--- src/rtl/bsg_logic_op_pkg.sv ---
// Shared types for the parametrised logic-op pipeline.
package bsg_logic_op_pkg;

    localparam int unsigned op_width_lp = 3;

    typedef enum logic [op_width_lp-1:0] {
        e_nor  = 3'd0,
        e_or   = 3'd1,
        e_nand = 3'd2,
        e_and  = 3'd3,
        e_xor  = 3'd4,
        e_xnor = 3'd5,
        e_pass = 3'd6,
        e_rsvd = 3'd7
    } bsg_logic_op_e;

endpackage

--- src/rtl/bsg_logic_op_stage.sv ---
// One elastic 1-entry register slice: loads when empty or when draining this cycle.
module bsg_logic_op_stage
    import bsg_logic_op_pkg::*;
#(
    parameter int unsigned width_p = 16
) (
    input  logic               clk_i,
    input  logic               reset_n_i,
    input  logic               v_i,
    output logic               ready_o,
    input  logic [width_p-1:0] data_i,
    output logic               v_o,
    output logic [width_p-1:0] data_o,
    input  logic               yumi_i
);

    assign ready_o = ~v_o | yumi_i;

    // Valid bit and payload; a new entry wins over a simultaneous drain.
    always_ff @(posedge clk_i or negedge reset_n_i) begin
        if (!reset_n_i) begin
            v_o    <= 1'b0;
            data_o <= '0;
        end else if (v_i && ready_o) begin
            v_o    <= 1'b1;
            data_o <= data_i;
        end else if (yumi_i) begin
            v_o    <= 1'b0;
        end
    end

endmodule

--- src/rtl/bsg_logic_op_pipe.sv ---
// Bitwise reduction of els_p operand words followed by a stages_p-deep elastic pipe.
module bsg_logic_op_pipe
    import bsg_logic_op_pkg::*;
#(
    parameter int unsigned width_p  = 16,
    parameter int unsigned els_p    = 2,
    parameter int unsigned stages_p = 1
) (
    input  logic                            clk_i,
    input  logic                            reset_n_i,
    input  logic                            v_i,
    output logic                            ready_o,
    input  logic [els_p*width_p-1:0]        data_i,
    input  logic [op_width_lp-1:0]          op_i,
    output logic                            v_o,
    output logic [width_p-1:0]              data_o,
    input  logic                            yumi_i,
    output logic [$clog2(stages_p+1)-1:0]   count_o
);

    localparam int unsigned cnt_w_lp = $clog2(stages_p + 1);

    if (stages_p == 0 || els_p == 0) begin : g_bad_param
        $fatal(1, "bsg_logic_op_pipe: stages_p and els_p must both be >= 1");
    end

    // Combinational reduction of all operands; reserved op behaves as NOR.
    function automatic logic [width_p-1:0] reduce_op(
        input logic [els_p*width_p-1:0] d,
        input logic [op_width_lp-1:0]   op
    );
        logic [width_p-1:0] r_or;
        logic [width_p-1:0] r_and;
        logic [width_p-1:0] r_xor;
        logic [width_p-1:0] res;
        r_or  = '0;
        r_and = '1;
        r_xor = '0;
        res   = '0;
        for (int k = 0; k < int'(els_p); k++) begin
            r_or  = r_or  | d[k*width_p +: width_p];
            r_and = r_and & d[k*width_p +: width_p];
            r_xor = r_xor ^ d[k*width_p +: width_p];
        end
        case (bsg_logic_op_e'(op))
            e_nor:   res = ~r_or;
            e_or:    res = r_or;
            e_nand:  res = ~r_and;
            e_and:   res = r_and;
            e_xor:   res = r_xor;
            e_xnor:  res = ~r_xor;
            e_pass:  res = d[width_p-1:0];
            e_rsvd:  res = ~r_or;
            default: res = ~r_or;
        endcase
        return res;
    endfunction

    logic [width_p-1:0] result;
    logic               accept;

    assign result = reduce_op(data_i, op_i);

    // Stage chain: each stage drains when its successor accepts; the last drains on yumi_i.
    for (genvar s = 0; s < int'(stages_p); s++) begin : g_stage
        logic               v_in;
        logic [width_p-1:0] d_in;
        logic               rdy;
        logic               vld;
        logic [width_p-1:0] dat;
        logic               take;

        if (s == 0) begin : g_head
            assign v_in = v_i;
            assign d_in = result;
        end else begin : g_link
            assign v_in = g_stage[s-1].vld;
            assign d_in = g_stage[s-1].dat;
        end

        if (s == int'(stages_p) - 1) begin : g_tail
            assign take = yumi_i;
        end else begin : g_mid
            assign take = vld & g_stage[s+1].rdy;
        end

        bsg_logic_op_stage #(
            .width_p (width_p)
        ) u_stage (
            .clk_i     (clk_i),
            .reset_n_i (reset_n_i),
            .v_i       (v_in),
            .ready_o   (rdy),
            .data_i    (d_in),
            .v_o       (vld),
            .data_o    (dat),
            .yumi_i    (take)
        );
    end

    // Held low during reset so no producer handshakes against a clearing pipe.
    assign ready_o = g_stage[0].rdy & reset_n_i;
    assign v_o     = g_stage[stages_p-1].vld;
    assign data_o  = g_stage[stages_p-1].dat;
    assign accept  = v_i & ready_o;

    // Occupancy: up on accept, down on yumi, unchanged on both or neither.
    always_ff @(posedge clk_i or negedge reset_n_i) begin
        if (!reset_n_i) begin
            count_o <= '0;
        end else if (accept && !yumi_i) begin
            count_o <= count_o + cnt_w_lp'(1);
        end else if (!accept && yumi_i) begin
            count_o <= count_o - cnt_w_lp'(1);
        end
    end

    // A consumer must never take from an empty output.
    a_yumi_needs_valid: assert property (@(posedge clk_i) disable iff (!reset_n_i) !(yumi_i && !v_o))
        else $error("bsg_logic_op_pipe: yumi_i asserted while v_o is low");

endmodule

--- config.mk ---
export PLATFORM = sky130hd
export DESIGN_NAME = bsg_logic_op_pipe
export DESIGN_NICKNAME = d
export VERILOG_FILES = /design/src/rtl/bsg_logic_op_pkg.sv /design/src/rtl/bsg_logic_op_stage.sv /design/src/rtl/bsg_logic_op_pipe.sv
export SDC_FILE = /design/constraint.sdc
export NUM_CORES = 1
export LEC_CHECK = 0
export CORE_MARGIN = 5
export CORE_UTILIZATION = 35
export CTS_BUF_LIST = sky130_fd_sc_hd__clkbuf_8
export DETAILED_ROUTE_END_ITERATION = 8
export SYNTH_ARGS = -nofsm -noshare
export SYNTH_HDL_FRONTEND = slang
export SYNTH_HIERARCHICAL = 1
export SYNTH_SLANG_ARGS = --single-unit
--- constraint.sdc ---
create_clock -name clk_i -period 1.58 [get_ports clk_i]
set_input_delay 0.316 -clock clk_i [delete_from_list [all_inputs] [get_ports clk_i]]
set_output_delay 0.316 -clock clk_i [all_outputs]
set_load 0.005 [all_outputs]
* Word level (Yosys, flattened, before mapping)
Cells that the tools add are included.
** Storage, ports and cells
- Bits in latches :: 0
- Memories :: 0
- Input port bits :: 39
- Output and inout port bits :: 19
- Register bits :: 18
- Bits in writable memories :: 0
- Bits in read-only memories :: 0
** Operators by class
- Equal/unequal tests :: 7
- Add/sub/neg operators :: 2
- $lt $le $gt $ge :: 0
- Multiplexer cells :: 5
- $mul :: 0
- Div/mod/pow operators :: 0
- Bitwise gates (word level) :: 10
- Reduce and logical (&&, ||, !) cells :: 9
- Shift operators :: 0
** Operator list (number)
- $pmux W16 S7 :: 1
- $not A16 Y16 :: 3
- $and A16 B16 Y16 :: 1
- $or A16 B16 Y16 :: 1
- $xor A16 B16 Y16 :: 1
- $eq A3 B3 Y1 const B :: 4
- $eq A3 B2 Y1 const B :: 2
- $mux W1 :: 4
- $reduce_bool A2 Y1 :: 2
- $eq A3 B1 Y1 const B :: 1
- $logic_and A1 B1 Y1 :: 3
- $logic_not A3 Y1 :: 1
- $and A1 B1 Y1 :: 2
- $logic_not A1 Y1 :: 2
- $reduce_or A2 Y1 :: 1
- $add A1 B1 Y1 const B :: 1
- $not A1 Y1 :: 1
- $or A1 B1 Y1 :: 1
- $sub A1 B1 Y1 const B :: 1

* Depth between registers and ports, before layout
- Depth in word-level cells :: 8
- Depth in mapped cells :: 7
- Gate-level depth less buffers :: 6

* Cells and area by module
Netlist, hierarchy kept.
** By module, submodules not included
- bsg_logic_op_pipe :: cells an instance 228, instances 1, seq. area each 25.0 um^2, area each 1875.5 um^2
- bsg_logic_op_stage :: cells an instance 37, instances 1, seq. area each 425.4 um^2, area each 695.7 um^2

* Worst setup path before layout
OpenSTA, ideal clock, no wires.
- Kind :: input port to flip-flop
- Start :: input port op_i[0]
- End :: register g_stage[0].u_stage.data_o[1]
- Path buffers :: 3
- Stages on the path :: 7
- Data arrival time :: 1426 ps
- Setup slack :: 29 ps
- Library setup time :: 125 ps
- Cells stage by stage :: buf_6 > buf_6 > buf_12 > xnor2_2 > o22ai_1 > a221o_1 > mux2_4
** On the way
- Longest elaborated chain between the ends :: 3
- Elaborated cells on any way between the ends :: 10
- Classes of those cells :: eq/ne (7); mux (1); reduce/logical (2)
** Ends and longest elaborated chain
- start, declared :: RTL line bsg_logic_op_pipe.sv:14 : input logic [op_width_lp-1:0] op_i,
- $eq A3 B3 Y1 / $logic_not A3 Y1 (equally long branches) :: RTL line bsg_logic_op_pipe.sv:45 : case (bsg_logic_op_e'(op))
- $reduce_or A2 Y1 (no source line)
- $pmux W16 S7 (*) :: RTL line bsg_logic_op_pipe.sv:45
- named net g_stage[0].d_in[1] :: RTL line bsg_logic_op_pipe.sv:67 : logic [width_p-1:0] d_in;
- end signal, assigned :: RTL line bsg_logic_op_stage.sv:26 : data_o <= data_i;
- end, declared :: RTL line bsg_logic_op_stage.sv:13 : output logic [width_p-1:0] data_o,
The timed path passes the listed nets; every way through them passes the cells marked *.
A chain may end at the register's enable or synchronous reset.

* Worst setup path in the final report
- Start :: input port data_i[28]
- End :: register g_stage[0].u_stage.data_o[12]
** On the way
- Longest elaborated chain between the ends :: 3
- Elaborated cells on any way between the ends :: 7
- Classes of those cells :: mux (1); bitwise (6)
** Ends and longest elaborated chain
- start, declared :: RTL line bsg_logic_op_pipe.sv:13 : input logic [els_p*width_p-1:0] data_i,
- $or A16 B16 Y16, or another cell as far along :: RTL line bsg_logic_op_pipe.sv:41 : r_or = r_or | d[k*width_p +: width_p];
- $not A16 Y16, on equally long branches
- $pmux W16 S7 (*) :: RTL line bsg_logic_op_pipe.sv:45
- named net g_stage[0].d_in[12] :: RTL line bsg_logic_op_pipe.sv:67
Marks and branches as above.

==> PnR_summary.wiki <==
{| class="wikitable"
! Metric !! Value
|-
| Drt wl/cell || 13.1 µm
|-
| Worst skew pair latency || between 0.2 and 0.3 ns
|-
| VDD IR-drop max || between 0.2 and 0.3 mV
|-
| Relative contribution of combinational cells to total power || 53.6%
|-
| Setup violation total in the final timing report || 0
|-
| Sequential fraction of design power || between 20 and 30%
|-
| Clock Tree Root || clkbuf_8
|-
| Type of the most critical hold path || in -> async
|-
| Slew of the pin with the lowest slew margin || about 0.66 ns
|-
| Sinks on Clock Net || 18
|-
| Wire length of the first global-routing pass || around 10 mm
|-
| Switching share of power || between 30% and 40%
|-
| Path type of the worst setup path || in -> reg
|-
| Cell count after synthesis || approximately 270
|-
| Leakage power || 0.00179 µW
|-
| Proportion of layout cells with a drive suffix above 1 || 32.0%
|-
| Pin count of the biggest net entering global routing || 33
|-
| Max_slew headroom || approximately 56%
|-
| Clock power frac || between 15 and 20%
|-
| Total power divided by cell area || roughly 600 mW/mm²
|-
| Startpoint kind of the worst setup timing path || input pin
|-
| Congestion Overflow GR || 0
|-
| Psw || approximately 670 µW
|-
| Via count of the first global-routing pass || 2176
|-
| Routed Antenna Nets || 0
|-
| Total of flip-flops plus latches after synthesis || 18
|-
| Floorplan die width || approximately 96 µm
|-
| Maximum clock frequency || between 600 and 700 MHz
|-
| Required arrival time at the worst endpoint || approximately 1.8 ns
|-
| Worst setup slack after layout || about 0.0015 ns
|-
| Signal arrival time at the worst endpoint || 1.77 ns
|-
| Unrepaired setup endpoints after global routing || yes
|-
| Number of distinct library cells after synthesis || 31
|-
| Row count || 31
|-
| Startpoint of the most critical register-to-register path || g_stage[0].u_stage/v_o$_DFFE_PN0P_
|-
| Final HPWL from detailed placement || 4.50 mm
|-
| Num CTS Buffers || 3
|-
| Cell types with the highest counts after synthesis || 32 x ha_1, 32 x inv_1, 24 x mux2i_1, 18 x dfrtp_1, 17 x nand2b_1
|-
| Ant. Diodes || 0
|-
| Total Power Consumption || 2190 µW
|-
| Clock Tree Buf Depth || 2
|-
| Count of endpoints failing hold in the final timing report || 0
|-
| Starting density of the core || between 30% and 40%
|-
| Origin of the worst setup path || data_i[28]
|-
| Worst clock skew on the final layout || about 0.0023 ns
|-
| Share of the synthesized area in the top cell type || between 10% and 20%
|-
| Core box area || between 0.007 and 0.008 mm²
|-
| Worst-path fanout max || 2
|-
| Slew Limit Fails || 0
|-
| Post-synthesis instance area || between 0.002 and 0.003 mm²
|-
| Cell depth of the worst flop-to-flop path || 5
|-
| Primary flip-flop cell chosen by synthesis mapping || dfrtp_1
|-
| Avg Synthesized Cell Area || slightly below 10 µm²
|-
| Mean number of vias per cell || 4.74
|-
| First-pass detailed-route iteration total || 4
|-
| Die Outline Area || 0.00916 mm²
|-
| P&R area growth vs syn || 42.2%
|-
| Antenna violations before repair || 0
|-
| Number of design rule violations left after detail routing || 0
|-
| Int Pwr || 1520 µW
|-
| Run status || completed
|-
| Post-layout util || between 50% and 60%
|-
| Proportion of register bits with asynchronous set or reset after synthesis || 100%
|-
| Number of warnings issued by yosys || 6
|-
| CTS tree || yes
|-
| Vias after detailed routing || roughly 2100
|-
| Sequential fraction of the synthesis area || 17.5%
|-
| Clock slew at reported path FFs || ~0.07 ns
|-
| Routability congestion estimate from global placement || 0.736
|-
| IO buf count || 57
|-
| Syn_nets || about 340
|-
| Detailed-route wire length || 5.69 mm
|-
| Crit end category || register
|-
| Global routing usage summed across all routing layers || between 10 and 15%
|-
| Layout net count || 409
|-
| Die Y-Extent || between 90 and 100 µm
|-
| CTS H-tree depth || 1
|-
| Number of enable-type register cells in the synthesized netlist || 0
|-
| Final critical-path required period || approximately 1.6 ns
|-
| Violation count after the first detailed-route iteration || between 70 and 80
|-
| Biggest area contributors in the synthesized netlist || dfrtp_1 18%, ha_1 16%, mux2i_1 9.3%
|-
| Pre-CTS worst setup slack || -0.549 ns
|-
| Max capacitance violation total || 0
|-
| Leading area contributor after synthesis || dfrtp_1
|-
| Post-route clock period utilization || between 90 and 100%
|-
| Top Ports || a little under 60
|}
==> flip-flops by register name (all words and copies together), names as in the netlist <==
name,count
g_stage.u_stage/data_o,16
count_o,1
g_stage.u_stage/v_o,1
==> power by group through the flow <==
| stage | Clock [µW] | Combinational [µW] | Sequential, µW |
|---|---|---|---|
| floorplan | 0 | 601 | 644 |
| global placement | 0 | 1080 | 649 |
| detailed placement | 0 | 1100 | 647 |
| CTS | 394 | 1140 | 640 |
| global route | 412 | 1290 | 656 |
| finish | 375 | 1170 | 642 |
==> per-stage QoR <==
step           instance area (µm²)  hold slack, ns  instances  TNS, ns
2_1_floorplan                 2570          0.0204        265        0
5_1_grt                       3660           0.461        436  -0.0781
6_report                      3660           0.421        436        0
3_3_place_gp                  3370           0.496        430    -7.40
4_1_cts                       3570           0.429        436  -0.0220
3_5_place_dp                  3370           0.496        430    -7.91
==> metal layers <==
metal	vias to the layer above	part of all wire [%]	global-route usage [%]
met5	-	0	0
met4	0	1.2	2.49
met3	4	3.3	1.09
met2	33	52	24.1
met1	977	44	16.3
li1	1052	-	-
==> layout make-up <==
cell class	instances	area [µm²]
inverter	32	120
clock buffer	4	55.1
timing repair buffer	87	823
tap	99	124
fill	695	3560
multi-input combinational	196	2080
sequential	18	450
==> worst max-delay path, cell delays in order <==
cell             delay, ns
clkdlybuf4s50_1       0.47
inv_1                 0.07
ha_4                  0.26
mux2i_1               0.06
mux2_4                0.26
o32ai_2               0.14
mux2_4                0.19
==> path summary, 6_finish.rpt <==
kind	to	slack [ns]
worst max-delay path	g_stage[0].u_stage/data_o[12]$_DFFE_PN0P_	0.001
worst min-delay path	g_stage[0].u_stage/v_o$_DFFE_PN0P_	0.42
worst max register to register	g_stage[0].u_stage/data_o[14]$_DFFE_PN0P_	0.32
worst min register to register	g_stage[0].u_stage/data_o[5]$_DFFE_PN0P_	0.52
max in group asynchronous	g_stage[0].u_stage/data_o[3]$_DFFE_PN0P_	0.95
min in group clk_i	count_o$_DFFE_PN0P_	0.51
==> cells by family (layout without fill, tap and decap cells) <==
family	after synthesis	count (layout)	share of synthesized area [%]
mux	48	48	21.3
flops	18	18	17.5
simple gates	49	49	12.0
buf+inv	51	123	11.4
compound gates	41	41	11.6
xor+xnor	26	26	10.6
fa+ha+maj	32	32	15.6
==> placed cells by master, fill, tap and decap left out, types with 11 or more instances in the layout <==
cell type and count:
nand2b_1 17, mux2_4 20, dfrtp_1 18, dlygate4sd2_1 21, inv_1 26, mux2i_1 24, buf_4 24, xnor2_2 11
ha_1 23, a21oi_1 11, clkdlybuf4s50_1 21
==> timing repair <==
item,CTS,global route
setup buffers,2,0
hold buffers,0,0
pin swaps,7,5
setup endpoints to repair,17,15
resized for setup,64,33
(Power assumes the default switching activity.)
